===== src/rtl/special_tile_renderer.sv =====
// Special tile renderer: scans up to NUM_TILES "plus"/"minus" power-up tiles
// and streams their pixels into the framebuffer write mux, one pixel per cycle.
//
// Ports:
//   clk, reset            system clock, synchronous active-high reset
//   start                 request a frame render (sampled only when idle)
//   tile_x, tile_y        packed cell coordinates, tile k at [k*COORD_W +: COORD_W]
//   tile_kind             per tile: 1 = plus, 0 = minus
//   tile_en               per tile: 1 = draw
//   pixel_ready           framebuffer accepts the presented pixel
//   xLoc, yLoc, colour    registered pixel address and colour
//   plot                  pixel valid
//   busy                  high whenever not idle
//   done                  one-cycle completion pulse
module special_tile_renderer #(
    parameter int unsigned NUM_TILES = 2,
    parameter int unsigned COORD_W   = 5,
    parameter int unsigned LOC_W     = 9,
    parameter int unsigned CELL      = 10,
    parameter int unsigned TILE      = 9,
    parameter int unsigned X_ORIGIN  = 80,
    parameter int unsigned Y_ORIGIN  = 0,
    parameter logic [2:0]  COL_PLUS  = 3'b100,
    parameter logic [2:0]  COL_MINUS = 3'b010,
    parameter logic [2:0]  COL_BG    = 3'b111
) (
    input  logic                         clk,
    input  logic                         reset,
    input  logic                         start,
    input  logic [NUM_TILES*COORD_W-1:0] tile_x,
    input  logic [NUM_TILES*COORD_W-1:0] tile_y,
    input  logic [NUM_TILES-1:0]         tile_kind,
    input  logic [NUM_TILES-1:0]         tile_en,
    input  logic                         pixel_ready,
    output logic [LOC_W-1:0]             xLoc,
    output logic [LOC_W-1:0]             yLoc,
    output logic [2:0]                   colour,
    output logic                         plot,
    output logic                         busy,
    output logic                         done
);

    localparam int unsigned IDX_W   = (NUM_TILES > 1) ? $clog2(NUM_TILES) : 1;
    localparam int unsigned RC_W    = $clog2(TILE);
    localparam int unsigned BAND_LO = TILE / 3;
    localparam int unsigned BAND_HI = (2 * TILE) / 3;

    typedef enum logic [1:0] {StIdle, StSeek, StScan, StDone} state_e;

    state_e                       state_q, state_d;
    logic [IDX_W-1:0]             idx_q, idx_d;
    logic [RC_W-1:0]              row_q, row_d, col_q, col_d;
    logic                         plot_q, plot_d;
    logic                         busy_q, done_q;
    logic [LOC_W-1:0]             xloc_q, yloc_q, xloc_d, yloc_d;
    logic [2:0]                   colour_q, colour_d;
    logic [NUM_TILES*COORD_W-1:0] tx_q, ty_q;
    logic [NUM_TILES-1:0]         kind_q, en_q;
    logic                         snap, load_pix, last_idx;

    logic [COORD_W-1:0] tx_cur, ty_cur;
    logic               kind_cur, row_in_band, col_in_band, glyph;
    logic [31:0]        xsum, ysum;

    assign last_idx = (idx_q == IDX_W'(NUM_TILES - 1));

    always_comb begin
        state_d  = state_q;
        idx_d    = idx_q;
        row_d    = row_q;
        col_d    = col_q;
        plot_d   = plot_q;
        snap     = 1'b0;
        load_pix = 1'b0;
        unique case (state_q)
            StIdle: begin
                if (start) begin
                    snap    = 1'b1;
                    idx_d   = '0;
                    state_d = StSeek;
                end
            end
            StSeek: begin
                if (en_q[idx_q]) begin
                    row_d    = '0;
                    col_d    = '0;
                    plot_d   = 1'b1;
                    load_pix = 1'b1;
                    state_d  = StScan;
                end else if (last_idx) begin
                    state_d = StDone;
                end else begin
                    idx_d = idx_q + IDX_W'(1);
                end
            end
            StScan: begin
                // Only an accepted pixel advances; a stalled pixel keeps its registers.
                if (plot_q && pixel_ready) begin
                    if (col_q == RC_W'(TILE - 1)) begin
                        col_d = '0;
                        if (row_q == RC_W'(TILE - 1)) begin
                            row_d  = '0;
                            plot_d = 1'b0;
                            if (last_idx) begin
                                state_d = StDone;
                            end else begin
                                idx_d   = idx_q + IDX_W'(1);
                                state_d = StSeek;
                            end
                        end else begin
                            row_d    = row_q + RC_W'(1);
                            load_pix = 1'b1;
                        end
                    end else begin
                        col_d    = col_q + RC_W'(1);
                        load_pix = 1'b1;
                    end
                end
            end
            StDone: begin
                state_d = StIdle;
            end
            default: begin
                state_d = StIdle;
            end
        endcase
    end

    // Pixel address and colour for the next presented pixel (row_d/col_d of tile idx_q).
    always_comb begin
        tx_cur      = tx_q[idx_q*COORD_W +: COORD_W];
        ty_cur      = ty_q[idx_q*COORD_W +: COORD_W];
        kind_cur    = kind_q[idx_q];
        xsum        = X_ORIGIN + 32'(tx_cur) * CELL + 32'(col_d);
        ysum        = Y_ORIGIN + 32'(ty_cur) * CELL + 32'(row_d);
        xloc_d      = xsum[LOC_W-1:0];
        yloc_d      = ysum[LOC_W-1:0];
        row_in_band = (32'(row_d) >= BAND_LO) && (32'(row_d) < BAND_HI);
        col_in_band = (32'(col_d) >= BAND_LO) && (32'(col_d) < BAND_HI);
        // Horizontal bar starts at col 2; the plus adds a vertical bar.
        glyph       = (row_in_band && (32'(col_d) >= 32'd2)) || (kind_cur && col_in_band);
        colour_d    = glyph ? (kind_cur ? COL_PLUS : COL_MINUS) : COL_BG;
    end

    always_ff @(posedge clk) begin
        if (reset) begin
            state_q  <= StIdle;
            idx_q    <= '0;
            row_q    <= '0;
            col_q    <= '0;
            plot_q   <= 1'b0;
            busy_q   <= 1'b0;
            done_q   <= 1'b0;
            xloc_q   <= '0;
            yloc_q   <= '0;
            colour_q <= '0;
            tx_q     <= '0;
            ty_q     <= '0;
            kind_q   <= '0;
            en_q     <= '0;
        end else begin
            state_q <= state_d;
            idx_q   <= idx_d;
            row_q   <= row_d;
            col_q   <= col_d;
            plot_q  <= plot_d;
            busy_q  <= (state_d != StIdle);
            done_q  <= (state_d == StDone);
            if (load_pix) begin
                xloc_q   <= xloc_d;
                yloc_q   <= yloc_d;
                colour_q <= colour_d;
            end
            if (snap) begin
                tx_q   <= tile_x;
                ty_q   <= tile_y;
                kind_q <= tile_kind;
                en_q   <= tile_en;
            end
        end
    end

    assign xLoc   = xloc_q;
    assign yLoc   = yloc_q;
    assign colour = colour_q;
    assign plot   = plot_q;
    assign busy   = busy_q;
    assign done   = done_q;

endmodule


===== config.mk =====
export PLATFORM = sky130hd
export DESIGN_NAME = special_tile_renderer
export DESIGN_NICKNAME = d
export VERILOG_FILES = /design/src/rtl/special_tile_renderer.sv
export SDC_FILE = /design/constraint.sdc
export NUM_CORES = 1
export LEC_CHECK = 0
export CORE_MARGIN = 1
export CORE_UTILIZATION = 58
export DETAILED_ROUTE_END_ITERATION = 8
export PLACE_DENSITY = 0.85
export SLEW_MARGIN = 20
export SYNTH_ARGS = -nofsm -noshare
export SYNTH_HDL_FRONTEND = slang
export SYNTH_SLANG_ARGS = --single-unit

===== constraint.sdc =====
create_clock -name clk -period 4.7 [get_ports clk]
set_input_delay 1.175 -clock clk [delete_from_list [all_inputs] [get_ports clk]]
set_output_delay 1.175 -clock clk [all_outputs]
set_load 0.05 [all_outputs]

Yosys cells after proc, flatten, opt, wreduce, memory -nomap -nowiden
Cells that the tools add are included.

storage, ports and cells
  bits in registers = 59
  input port bits = 28
  output and inout port bits = 24
  logic and storage cells = 97

operators by class
  $add $sub $neg = 6
  multipliers = 3
  order comparisons = 6
  equality and inequality tests = 12
  shifts and indexed selects = 2
  muxes and demuxes = 42
  reduce and logical (&&, ||, !) cells = 12

operators with widths
  kind                                                         count
  two-way mux 4 bit                                            7
  two-way mux 1 bit                                            20
  variable part select 10 x 5 -> 5 bit                         2
  adder 9 x 4 -> 9 bit                                         2
  multiplier 5 x 3 -> 8 bit (second input constant)            2
  case mux 4 bit (2 select lines)                              2
  two-way mux 2 bit                                            7
  >= comparator 4 x 2 -> 1 bit (second input constant)         3
  inequality test 2 bit (second input constant)                6
  adder 7 x 9 -> 9 bit (first input constant)                  1
  adder 4 x 1 -> 4 bit (second input constant)                 2
  == test 4 bit (second input constant)                        2
  less-than comparator 4 x 3 -> 1 bit (second input constant)  2
  case mux 2 bit (4 select lines)                              1
  == test 2 bit (second input constant)                        3
  two-way mux 3 bit                                            2
  AND reduction 6 bit                                          1
  logical AND 1 bit                                            5
  AND reduction 5 bit                                          1
  multiplier 1 x 3 -> 4 bit (second input constant)            1
  case mux 1 bit (2 select lines)                              2
  nonzero test 2 bit                                           2
  case mux 1 bit (3 select lines)                              1
  nonzero test 3 bit                                           1
  other kinds (5)                                              5

Depth between registers and ports, before layout
Gate-level depths: netlist of the first run.

  depth after elaboration = 10
  gate-level depth with buffers = 17
  gate-level depth less buffers = 16

Least setup slack after synthesis of the first run
OpenSTA, ideal clock, no wires.

  path type = input port to flip-flop
  start = input pixel_ready
  end = register xloc_q[7] (netlist: xLoc[7])
  setup time = 0.087 ns
  arrival = 3.175 ns
  required time = 4.613 ns
  setup slack = 1.438 ns
  stages = 11
  buffers on the path = 0
  path through = and2_1 a21o_1 a31o_2 fa_1 nand2b_1 a21oi_1 nor3_1 o21ai_0 nand3_1 xnor2_1 o31ai_1

on the way
  cells in the longest elaborated chain, start to end = 4
  elaborated cells on any way between the ends = 6
  classes of those cells = 1 x add/sub; 4 x mux; 1 x reduce/logical

ends and longest elaborated chain
  what                             RTL line  RTL
  start, declared                  34        input logic pixel_ready,
  logical AND 1 bit (*)            98        if (plot_q && pixel_ready) begin
  two-way mux 4 bit                98
  case mux 4 bit (2 select lines)  75        unique case (state_q)
  adder 9 x 4 -> 9 bit             134       xsum = X_ORIGIN + 32'(tx_cur) * CELL + 32'(col_d);
  end signal, assigned             170       xloc_q <= xloc_d;
  end, declared                    55        logic [LOC_W-1:0] xloc_q, yloc_q, xloc_d, yloc_d;

Every way passes the cells marked *; elsewhere a longest branch is shown, timed or not.
A chain may end at the register's enable or synchronous reset.

Worst setup path in the final report of the first run
  start = input pixel_ready
  end = register xloc_q[7] (netlist: xLoc[7])

on the way
  cells in the longest elaborated chain, start to end = 4
  elaborated cells on any way between the ends = 6
  classes of those cells = 1 x add/sub; 4 x mux; 1 x reduce/logical

ends and longest elaborated chain
  what                             RTL line  RTL
  logical AND 1 bit                98
  two-way mux 4 bit                98
  case mux 4 bit (2 select lines)  75
  named net col_d[1]               52        logic [RC_W-1:0] row_q, row_d, col_q, col_d;
  adder 9 x 4 -> 9 bit             134

The timed path passes the listed nets, and every way through them passes these cells.

==> reports/metrics.yaml, run 1 <==
outcome: "finished, final reports clean"
overflow: 0
cts.path.max_buffers: 2
cts_resized: 0
hold_end: "xLoc[1]"
syn_inst: 407
yosys.area.top_type: "dfxtp_1"
top_layer: "met4"
drtAntennaViolNets: 0
drt_iter0_drc: 166
r2r_cells: 12
slowest_stage: "clkdlybuf4s50_1"
multi_input_area_um2: 1986
wl_um: 7343
fin_setup_tns_ns: 0
cts_root_buf: "clkbuf_8"
drc: 0
path_class: "in2reg"
synth_common_cells: "nand2_1 (78), dfxtp_1 (59), a21oi_1 (47), nor2_1 (35)"
gp_congestion: 0.9432
wl_met2_um: 3491
htreeDepth: 3
fmax_mhz: 261.7
io_buffers: 51
synthesis.nets: 464
synth.most_common_cell: "nand2_1"
synth_cell_types: 59
wl_per_cell_um: 13.88
clock_latency_ns: 0.35
cts_tree: "yes"
synthesis.area_um2: 3354
worstHoldPathCells: 2
nets: 509
synthArstFlopShare_pct: 0
skew_ns: 0.005055
via_per_inst: 5.667
fillCellCount: 448
path_cells: "clkdlybuf4s50_1 > and2_1 > nand3_1 > o21ai_0 > a22oi_1 > inv_1 > ha_1 > inv_1 > fa_1 > nand2b_1 > a21oi_1 > nor3_1 > o21ai_0 > nand3_1 > xnor2_1 > o31ai_1"
hp-class: "reg2reg"
cts-buffers-inserted: 9
whs_ns: 0.4528
netlist.area_leader.share_pct: 35.21
rrSetupSlack_ns: 1.30
num_antenna_cells: 0
vdd_drop_max_mv: 0.2084
io_pins: 52
rsz0062_at_grt: "no"
start_util_pct: 60.55
maxSlewHeadroom_pct: 34.69
wl_met1_um: 3266
ys_top_cells_by_area: "dfxtp_1 (35%), ha_1 (9.3%), nand2_1 (8.7%)"
ys_seq_elements: 59
fin_crit_ns: 3.821
post_cts_buffers: 0
setup_viol: 0
die-area_um2: 6092
die_width_um: 78.05
grt_pass1_wl_um: 12580
grt_max_degree: 44
start_kind: "input pin"
dr_wl_met3_um: 399
critPathMaxFanout: 5
drv_cap: 0
maxSlewViolCount: 0
hold_viol: 0
grt_pass1_vias: 2860
dp_hpwl_um: 5310
cts_hold_buffers: 0
tightest_slew_ns: 0.9796
fp.dieH_um: 78.05
worstSetupEndpointType: "register"
ys.flop_type: "dfxtp_1"
synth_enable_flop_cells: 0
r2r-end: "yLoc[7]"
ys_warn_count: 0
vias: 2998
min_from: "xLoc[1]"
cts.sinks: 59
power.density_nw_per_um2: 316.2
rr_startpoint: "state_q[1]"
fin_crit_sh_pct: 81.29
drtPass1Iterations: 4
num_rows: 27
seq_area_um2: 1181
avgSynthCellArea_um2: 8.242
antenna_found_initial: 0
grt_util_all_layers_pct: 26.48
clk_pin_slew_worst_paths_ns: 0.07
p_leak_nw: 1.588
yosysSeqAreaShare_pct: 35.21
area_growth_pct: 20.51
arrival_ns: 4.09
core-area_um2: 5540
critPathRequiredTime_ns: 4.97
slowest_delay_ns: 0.52
drive_gt1_share_pct: 8.972
==> layer usage <==
layer	vias up	global-route usage [%]
met5	-	0
met4	0	15.56
met3	20	4.884
met2	97	42.72
met1	1394	32.99
li1	1487	-
==> critical path, delay by kind of cell <==
family                     cells  cell delay (ns)
AOI/OAI and AO/OA              5             0.85
and+or+nand+nor                5             0.72
buffers and inverters          3             0.66
adders and majority gates      2             0.54
xor gates and xnor gates       1             0.15
==> where the power goes <==
part / internal (mW) / switching (mW)
Sequential: 0.531 / 0.0235
Combinational: 0.139 / 0.193
Clock: 0.186 / 0.205
Total: 0.856 / 0.422
==> area by class of cell <==
type	count	share of cell area [%]
multi-input cells	302	49.12
repair buffers	54	13.06
well taps	72	2.228
clock buffers	10	3.157
clock inverters	6	0.8047
flip-flops and latches	59	29.22
inverters	26	2.414
==> how the worst max path moves through the flow <==
| stage | start | end | slack (ns) | depth (start not counted) |
|---|---|---|---|---|
| floorplan | pixel_ready | xLoc[7] | 1.44 | 11 |
| global placement | pixel_ready | xLoc[7] | 0.72 | 16 |
| detailed placement | pixel_ready | xLoc[7] | 0.56 | 16 |
| CTS | pixel_ready | xLoc[7] | 0.90 | 16 |
| global route | pixel_ready | xLoc[7] | 0.66 | 16 |
| finish | pixel_ready | xLoc[7] | 0.88 | 16 |
==> stage by stage <==
stage	utilization (%)	power [mW]	instances	setup WS, ns	instance area [µm²]
after floorplan	-	0.8082	407	1.438	3354
after global placement	70.08	0.8800	513	0.7235	3882
after detailed placement	70.08	0.8919	513	0.5647	3882
after CTS	72.97	1.279	529	0.8966	4043
after global routing	72.97	1.347	529	0.6604	4043
final	72.97	1.278	529	0.8793	4043
==> kinds of logic after synthesis <==
group | Yosys count | synth area share [%]
AND/OR/NAND/NOR | 145 | 19.77
AO/OA/AOI/OAI | 101 | 19.28
flip-flops | 59 | 35.21
buffers and inverters | 46 | 5.595
adder cells (fa/ha/maj) | 29 | 11.71
multiplexers | 15 | 5.297
XOR/XNOR | 12 | 3.133
==> sequential cells by signal, summed over array words and instances (netlist names), 2 cells and up <==
signal	cells
kind_q	2
en_q	2
xLoc	9
row_q	4
tx_q	10
ty_q	10
colour	3
yLoc	9
state_q	2
col_q	4
==> placed cells by master, fill, tap and decap left out, drive strengths merged, types with 3 or more instances in the layout <==
| cell type | count |
|---|---|
| a31oi | 4 |
| nand2b | 3 |
| xnor2 | 8 |
| ha | 25 |
| clkbuf | 10 |
| dfxtp | 59 |
| xor2 | 4 |
| mux2 | 9 |
| nor3 | 4 |
| inv | 26 |
| clkinv | 5 |
| a211oi | 10 |
| mux2i | 6 |
| buf | 4 |
| nand3b | 3 |
| o21ai | 14 |
| nor2b | 5 |
| nor2 | 35 |
| a21o | 5 |
| clkdlybuf4s50 | 50 |
| nand3 | 7 |
| a21oi | 48 |
| nand2 | 78 |
| fa | 4 |
Power figures use the tool's default switching activity.
==> inputs of run 2 (changes only) <==
Settings changed: CORE_UTILIZATION 58 to 54, PLACE_DENSITY 0.85 to 0.8.
Clock period 4.7 ns to 3.9 ns, I/O delays scaled along.
==> run 2 against run 1 <==
Against the previous run: via count grew 0.20%; worst hold slack improved by 0.00065 ns; non-clock buffer count up 3; combinational power increased by 22%; count of clock-buffer cells in the layout is 1 higher; power grew 27%; die area rose by 7.2%; first-iteration DRC count increased by 38%; clock skew increased by 0.0026 ns; flip-flop and latch count unchanged; wire length is 0.37% higher; worst setup slack lost 0.46 ns; critical path type unchanged.
==> reports/metrics.yaml, run 2 (synthesis results as in run 1) <==
whs_ns: 0.4534  # +0.0006460 ns
fin_crit_ns: 3.482
rsz0062_at_grt: "no"
wl_per_cell_um: 13.78  # -0.76%
via_per_inst: 5.615  # -0.92%
place_area_um2: 3909  # +0.68%
swShare_pct: 31.03  # -2.0 points
drtPass1Iterations: 5  # +1
power.density_nw_per_um2: 395.0  # +25%
min_from: "tx_q[7]"
mostFrequentLayoutCells: "nand2_1 (78), dfxtp_1 (59), clkdlybuf4s50_1 (50)"
die-area_um2: 6531  # +7.2%
arrival_ns: 3.74  # -0.35 ns
tightest_slew_ns: 0.9830  # +0.003391 ns
num_rows: 28  # +3.7%
num_antenna_cells: 0  # unchanged
antenna_found_initial: 0  # unchanged
drive_gt1_share_pct: 9.783  # +0.81 points
maxSlewViolCount: 0  # unchanged
worstHoldPathCells: 2  # unchanged
critPathRequiredTime_ns: 4.16  # -0.81 ns
vdd_drop_max_mv: 0.2190  # +5.1%
nets: 512  # +0.59%
gp_congestion: 0.8912  # -5.5%
grt_max_degree: 35  # -20%
cts_tree: "yes"
grt_util_all_layers_pct: 25.86  # -0.62 points
cts_hold_buffers: 0  # unchanged
total_power_mw: 1.622  # +27%
dp_hpwl_um: 5424  # +2.1%
p_comb_share_pct: 25.0  # -1.0 points
hp-class: "reg2reg"
worstSetupEndpointType: "register"
wl_um: 7370  # +0.37%
rrSetupSlack_ns: 0.50  # -0.80 ns
hold_end: "tx_q[7]"
vias: 3004  # +0.20%
setup_viol: 0  # unchanged
critPathMaxFanout: 5  # unchanged
mostFrequentLayoutCell: "nand2_1"
fp.dieH_um: 80.82  # +3.5%
io_buffers: 51  # unchanged
die_width_um: 80.82  # +3.5%
area_growth_pct: 22.42
core-area_um2: 5956  # +7.5%
seqPwrFrac_pct: 41.0  # -2.4 points
drc: 0  # unchanged
skew_ns: 0.007692  # +0.002637 ns
cts_root_buf: "clkbuf_8"
drt_iter0_drc: 229  # +38%
r2r-end: "xLoc[8]"
grt_pass1_wl_um: 12880  # +2.4%
drtAntennaViolNets: 0  # unchanged
cts-buffers-inserted: 9  # unchanged
htreeDepth: 3  # unchanged
post_cts_buffers: 0  # unchanged
hold_viol: 0  # unchanged
start_kind: "input pin"
grt_pass1_vias: 2920  # +2.1%
clock_latency_ns: 0.34  # about the same
fmax_mhz: 287.2
fin_setup_tns_ns: 0  # unchanged
p_switching_mw: 0.5032  # +19%
clk_pin_slew_worst_paths_ns: 0.07  # about the same
path_class: "in2reg"
rr_startpoint: "idx_q"
overflow: 0  # unchanged
fin_area_um2: 4106  # +1.6%
maxSlewHeadroom_pct: 34.47  # -0.23 points
cts.path.max_buffers: 2  # unchanged
intPower_mw: 1.119  # +31%
drv_cap: 0  # unchanged
start_util_pct: 56.32  # -4.2 points
p_clk_share_pct: 33.9  # +3.3 points
fin_crit_sh_pct: 89.29
r2r_cells: 10  # -2
io_pins: 52  # unchanged
p_leak_nw: 1.616  # +1.8%
outcome: "finished, final reports clean"
cts.sinks: 59  # unchanged
reg_top3: "tx_q: 10 flops, ty_q: 10 flops"
-- run 2: cell types whose count changed in the layout (fill, tap and decap cells not counted) --
cell and delta:
buf_4 +3, clkinv_2 -2, a21oi_1 -1, a21oi_2 +1, bufinv_16 +1, clkbuf_8 +1
-- run 2: final cells by class --
type                       instances  area, µm²
clock buffer                      11      141.4
clock inverter                     5      52.55
fill                             498       1849
inverter                          26      97.59
multi-input combinational        302       1989
sequential                        59       1181
tap                               75      93.84
timing repair buffer              57      550.5
-- run 2: repair_timing --
action,4_1_cts,5_1_grt
gates resized for setup,0,1
setup endpoints to repair,0,1
endpoints found under the hold margin,0,0
-- run 2: per-stage QoR --
step           utilization [%]  cells  setup slack (ns)
6_report                 68.95    535            0.4176
5_1_grt                  68.95    535           0.05505
4_1_cts                  68.89    535            0.4101
3_5_place_dp             65.63    519           0.04436
3_3_place_gp             65.63    519            0.1576
2_1_floorplan                -    407            0.8376
-- run 2: worst max path at each step --
stage,slack (ns),startpoint,depth (start not counted),end
4_1_cts,0.41,pixel_ready,16,xLoc[7]
3_3_place_gp,0.16,pixel_ready,16,xLoc[7]
2_1_floorplan,0.84,pixel_ready,11,xLoc[7]
6_report,0.42,pixel_ready,16,xLoc[7]
3_5_place_dp,0.04,pixel_ready,16,xLoc[7]
5_1_grt,0.06,pixel_ready,16,xLoc[7]
-- run 2: power by group through the flow --
stage               logic, mW  clock network, mW  registers (mW)
CTS                     0.403              0.558           0.666
finish                  0.406              0.550           0.666
global route            0.457              0.582           0.671
floorplan               0.278                  0           0.696
global placement        0.387                  0           0.677
detailed placement      0.397                  0           0.679
-- run 2: critical path, cell delays in order --
cell and delay (ns):
clkdlybuf4s50_1 0.52, and2_1 0.22, nand3_1 0.09, o21ai_0 0.11, a22oi_1 0.12, inv_1 0.08, ha_1 0.16, inv_1 0.05
fa_1 0.37, nand2b_1 0.21, a21oi_2 0.20, nor3_1 0.06, o21ai_0 0.16, nand3_1 0.11, xnor2_1 0.13, o31ai_1 0.18
-- run 2: metal layers --
layer  vias to the layer above  global-route usage (%)  wire length (µm)
met5                         -                       0                 0
met4                         0                   12.32               197
met3                        20                   5.843               392
met2                       107                   43.03              3460
met1                      1380                   31.48              3319
li1                       1497                       -                 -
==> inputs of run 3 (changes only) <==
Settings changed: SKIP_CTS_REPAIR_TIMING from default to 1.
==> results of run 3 <==
Same layout as run 2: the final DEF is identical, and so are final timing and power.
